===== src/rtl/ps2_key_sequencer.sv =====
// PS/2 Set-2 key sequencer: folds E0/F0/E1 prefix sequences from the byte
// receiver into single key events, queues them in a show-ahead FIFO and
// aborts stalled receiver frames or stale prefix sequences via a watchdog.
//
// Output handshake: key_valid is high whenever the FIFO holds an event and
// {key_extended, key_released, key_code} then describe the head event; the
// event is consumed on a rising clk edge where key_valid && key_ready, and
// the head fields stay stable while key_valid=1 and key_ready=0.
module ps2_key_sequencer #(
  parameter int TIMEOUT_CYCLES = 20000,
  parameter int FIFO_DEPTH     = 4
) (
  input  logic       clk,
  input  logic       rst,
  input  logic [7:0] rx_data,
  input  logic       rx_strb,
  input  logic       rx_active,
  output logic       rx_abort,
  output logic [7:0] key_code,
  output logic       key_extended,
  output logic       key_released,
  output logic       key_valid,
  input  logic       key_ready,
  output logic       overflow
);

  localparam int WD_W  = $clog2(TIMEOUT_CYCLES);
  localparam int AW    = $clog2(FIFO_DEPTH);
  localparam int CNT_W = AW + 1;

  typedef enum logic [2:0] {
    S_IDLE,
    S_EXT,
    S_BRK,
    S_EXT_BRK,
    S_PAUSE_SKIP
  } state_t;

  state_t          state, state_nx;
  logic [2:0]      skip, skip_nx;
  logic [WD_W-1:0] wd, wd_nx;
  logic            abort_nx;
  logic            push;
  logic [9:0]      push_data;
  logic            is_prefix, is_discard, is_plain;

  logic [9:0]       mem [FIFO_DEPTH];
  logic [AW-1:0]    wr_ptr, rd_ptr, rd_next;
  logic [CNT_W-1:0] count, count_nx;
  logic             pop, full, do_push, drop;
  logic [9:0]       head_nx;

  // Byte classification: prefixes start sequences, the discard set carries
  // keyboard status/ack codes that never form key events.
  always_comb begin
    is_prefix  = (rx_data == 8'hE0) || (rx_data == 8'hE1) || (rx_data == 8'hF0);
    is_discard = (rx_data == 8'h00) || (rx_data == 8'hAA) || (rx_data == 8'hEE) ||
                 (rx_data == 8'hFA) || (rx_data == 8'hFC) || (rx_data == 8'hFE) ||
                 (rx_data == 8'hFF);
    is_plain   = !is_prefix && !is_discard;
  end

  // Sequencer next state, event generation and watchdog; a strobe always
  // takes priority over watchdog expiry.
  always_comb begin
    state_nx  = state;
    skip_nx   = skip;
    wd_nx     = wd;
    abort_nx  = 1'b0;
    push      = 1'b0;
    push_data = {2'b00, rx_data};
    if (rx_strb) begin
      wd_nx = '0;
      case (state)
        S_IDLE: begin
          if (rx_data == 8'hE0) begin
            state_nx = S_EXT;
          end else if (rx_data == 8'hF0) begin
            state_nx = S_BRK;
          end else if (rx_data == 8'hE1) begin
            state_nx = S_PAUSE_SKIP;
            skip_nx  = 3'd7;
          end else if (!is_discard) begin
            push = 1'b1;
          end
        end
        S_EXT: begin
          state_nx = S_IDLE;
          if (rx_data == 8'hF0) begin
            state_nx = S_EXT_BRK;
          end else if (is_plain) begin
            push      = 1'b1;
            push_data = {2'b10, rx_data};
          end
        end
        S_BRK: begin
          state_nx = S_IDLE;
          if (is_plain) begin
            push      = 1'b1;
            push_data = {2'b01, rx_data};
          end
        end
        S_EXT_BRK: begin
          state_nx = S_IDLE;
          if (is_plain) begin
            push      = 1'b1;
            push_data = {2'b11, rx_data};
          end
        end
        S_PAUSE_SKIP: begin
          // Pause bytes are fixed, so only their count matters.
          skip_nx = skip - 3'd1;
          if (skip == 3'd1) begin
            state_nx  = S_IDLE;
            push      = 1'b1;
            push_data = {2'b10, 8'h77};
          end
        end
        default: state_nx = S_IDLE;
      endcase
    end else if (state == S_IDLE && !rx_active) begin
      wd_nx = '0;
    end else if (wd == WD_W'(TIMEOUT_CYCLES - 1)) begin
      state_nx = S_IDLE;
      wd_nx    = '0;
      skip_nx  = '0;
      abort_nx = rx_active;
    end else begin
      wd_nx = wd + 1'b1;
    end
  end

  // Sequencer, watchdog and abort pulse registers.
  always_ff @(posedge clk) begin
    if (rst) begin
      state    <= S_IDLE;
      skip     <= '0;
      wd       <= '0;
      rx_abort <= 1'b0;
    end else begin
      state    <= state_nx;
      skip     <= skip_nx;
      wd       <= wd_nx;
      rx_abort <= abort_nx;
    end
  end

  // FIFO control: next count and the head entry the outputs will show next.
  always_comb begin
    pop      = key_valid && key_ready;
    full     = (count == CNT_W'(FIFO_DEPTH));
    do_push  = push && (!full || pop);
    drop     = push && full && !pop;
    rd_next  = pop ? rd_ptr + 1'b1 : rd_ptr;
    count_nx = count;
    if (do_push && !pop) begin
      count_nx = count + 1'b1;
    end else if (!do_push && pop) begin
      count_nx = count - 1'b1;
    end
    head_nx = '0;
    if (count_nx != '0) begin
      // When nothing older remains, the entry being pushed becomes the head.
      if ((count == '0) || (pop && count == CNT_W'(1))) begin
        head_nx = push_data;
      end else begin
        head_nx = mem[rd_next];
      end
    end
  end

  // FIFO storage; data only, so no reset is needed.
  always_ff @(posedge clk) begin
    if (do_push) begin
      mem[wr_ptr] <= push_data;
    end
  end

  // FIFO pointers, sticky overflow and registered head outputs.
  always_ff @(posedge clk) begin
    if (rst) begin
      wr_ptr       <= '0;
      rd_ptr       <= '0;
      count        <= '0;
      overflow     <= 1'b0;
      key_valid    <= 1'b0;
      key_extended <= 1'b0;
      key_released <= 1'b0;
      key_code     <= '0;
    end else begin
      if (do_push) begin
        wr_ptr <= wr_ptr + 1'b1;
      end
      rd_ptr    <= rd_next;
      count     <= count_nx;
      overflow  <= overflow | drop;
      key_valid <= (count_nx != '0);
      {key_extended, key_released, key_code} <= head_nx;
    end
  end

endmodule


===== config.mk =====
export PLATFORM = sky130hd
export DESIGN_NAME = ps2_key_sequencer
export DESIGN_NICKNAME = d
export VERILOG_FILES = /design/src/rtl/ps2_key_sequencer.sv
export SDC_FILE = /design/constraint.sdc
export NUM_CORES = 1
export LEC_CHECK = 0
export CAP_MARGIN = 30
export CORE_AREA = 3 3 92 94
export DETAILED_ROUTE_END_ITERATION = 10
export DIE_AREA = 0 0 95 97
export GPL_ROUTABILITY_DRIVEN = 0
export PLACE_DENSITY = 0.67
export REMOVE_ABC_BUFFERS = 1
export SLEW_MARGIN = 5
export SYNTH_ARGS = -nofsm -noshare
export SYNTH_HDL_FRONTEND = slang
export SYNTH_SLANG_ARGS = --single-unit

===== constraint.sdc =====
create_clock -name clk -period 4.1 [get_ports clk]
set_input_delay 1.025 -clock clk [delete_from_list [all_inputs] [get_ports clk]]
set_output_delay 1.025 -clock clk [all_outputs]
set_load 0.1 [all_outputs]

==> impl_metrics.ini <==
[placed_design]
place.port_buffers = 25
hpwlAfterDp_um = 4900
pre_cts_ws_ns = 0.481
placed_cells = 435

[timing]
fin_crit_ns = 3.23
setup_ws_ns = 0.871
rsz0062_at_grt = false
hold_violations = 0
slew-limit-headroom_pct = 35.1
slew_violations = 0
hold_slack_ns = 0.462
final.period_utilization_pct = 78.8
worst_pin_slew_ns = 0.971
skew_ns = 0.0107
setup_tns_ns = 0
fmax_mhz = 310
setup_viol = 0

[finish]
syn2layout_area_growth_pct = 14.1
final_cell_mix = 41 x dfxtp_1, 40 x edfxtp_1, 35 x nor2_1
final_core_util_pct = 55.4
layout-drive-gt1-share_pct = 18.3
final_common_cell = dfxtp_1
final_cells = 451
diodes = 0
num-nets-final = 368

[critical_path]
arrival_ns = 3.44
crit_path_end_kind = flop
critPathKind = in2reg
crit_fanout = 12
required_ns = 4.31
crit_path_start_kind = primary input

[synthesis]
synth-seq-cells = 81
synth-edff-count = 40
netlist_area_um2 = 3760
synth_warnings = 0
syn_avg_cell_area_um2 = 12.0
syn-instance-count = 313
async_reset_ff_share_pct = 0
synth_cell_type_count = 59
ys.flop_type = dfxtp_1
yosysSeqAreaShare_pct = 53.8

[floorplanning]
rows = 32
fp.dieW_um = 95
ios = 26
dieArea_um2 = 9220
coreArea_um2 = 7730
die_y_um = 97
start_util_pct = 48.6

[clock_tree]
post_cts_resized = 0
ctsLongestPathBuffers = 2
clock_sinks = 81
htree_levels = 3
tritoncts = yes
path_clk_slew_ns = 0.08
cts_made_buffers = 9
insertion_delay_ns = 0.35
hold_buffers = 0
clock_tree.root_cell = clkbuf_8
post_cts_buffers = 0

[routing]
totalWireLength_um = 6760
drtAntennaViolNets = 0
viasPerCell = 5.33
wire_per_inst_um = 15.0
post-route-drc-count = 0
num_vias = 2406
dr.pass1.iters = 6
drt_iter0_markers = 160

[pwr]
ir_worst_vdd_mv = 0.184
leakagePower_nw = 1.55
powerDensity_nw_per_um2 = 580

[global_route]
antenna_found_initial = 0
grtUsageTotal_pct = 16.2
grt_pass1_vias = 2333
grt_overflow = 0
grt_pass1_wl_um = 11400
grt_max_degree = 15

[outcome]
outcome = completed

[min_path]
hold_path.class = reg2reg

[run]
maxCapViolations = 0
flip-flops by register name, summed over array words and instances, names as in the netlist:
register	cells
state	3
overflow	1
key_valid	1
wr_ptr	2
key_code	8
mem	40
rx_abort	1
skip	3
rd_ptr	2
key_extended	1
key_released	1
count	3
wd	15
Yosys cell counts, types with 2 or more instances:
library cell / number / area (µm²)
a31oi_1: 2 / 12.5
nand2b_1: 3 / 18.8
edfxtp_1: 40 / 1200
and3_2: 5 / 37.5
dfxtp_1: 41 / 821
mux4_2: 10 / 225
nand3_1: 11 / 55.1
o21ai_0: 3 / 15.0
a31oi_2: 8 / 100
buf_2: 2 / 10.0
mux2i_1: 11 / 110
xor2_1: 11 / 96.3
and4_1: 2 / 17.5
or4_1: 2 / 15.0
clkbuf_1: 5 / 18.8
nand2_1: 17 / 63.8
buf_6: 3 / 33.8
nor3_1: 3 / 15.0
nor2b_1: 2 / 12.5
nand4_1: 3 / 18.8
xnor2_1: 5 / 43.8
nor2_1: 35 / 131
nor4b_1: 2 / 17.5
a21oi_1: 13 / 65.1
and3_1: 3 / 18.8
and2_1: 2 / 12.5
inv_1: 17 / 63.8
nor4_1: 5 / 31.3
ha_1: 11 / 138
or2_2: 7 / 43.8
worst paths after layout:
path,start,to,slack [ns],depth (start not counted)
max,rx_data[4],key_code[2],0.87,9
min,wd[0],wd[0],0.46,1
max reg2reg,wd[0],state[2],1.64,7
min reg2reg,wd[0],wd[0],0.46,1
logic make-up after synthesis:
family	synth area share, %
and+or+nand+nor	15.3
DFF	53.8
AOI/OAI and AO/OA	9.06
buffers and inverters	4.43
muxes	9.69
xor gates and xnor gates	3.73
adders and majority gates	3.96
cell type report:
type / instances / area (µm²)
Sequential cell: 81 / 2020
Timing Repair Buffer: 34 / 318
Tap cell: 102 / 128
Clock inverter: 3 / 15.0
Clock buffer: 13 / 170
Multi-Input combinational cell: 201 / 1570
Fill cell: 640 / 3440
Inverter: 17 / 63.8
where the power goes:
group	leakage, nW	internal [mW]	switching [mW]
Clock	0.0983	0.271	0.276
Combinational	0.749	0.339	0.616
Sequential	0.704	0.944	0.0372
critical path, stage by stage:
cell	delay, ns
clkdlybuf4s50_1	0.52
maj3_2	0.35
a21oi_2	0.19
o311ai_4	0.16
o21bai_4	0.33
mux2_4	0.34
mux2i_2	0.18
buf_4	0.24
a31oi_2	0.10
layer usage:
| layer | routed length, µm | vias to the layer above | global-route usage [%] |
|---|---|---|---|
| li1 | - | 1200 | - |
| met1 | 3270 | 1154 | 22.7 |
| met2 | 3100 | 45 | 24.6 |
| met3 | 295 | 7 | 4.67 |
| met4 | 97 | 0 | 4.66 |
| met5 | 0 | - | 0 |
stage by stage:
stage          instance area [µm²]  total power [mW]
3_5_place_dp                  4100              1.97
5_1_grt                       4280              2.61
2_1_floorplan                 3650              1.73
3_3_place_gp                  4090              1.94
4_1_cts                       4280              2.51
6_report                      4280              2.48
Note: power is estimated with default switching activity, not from simulation.
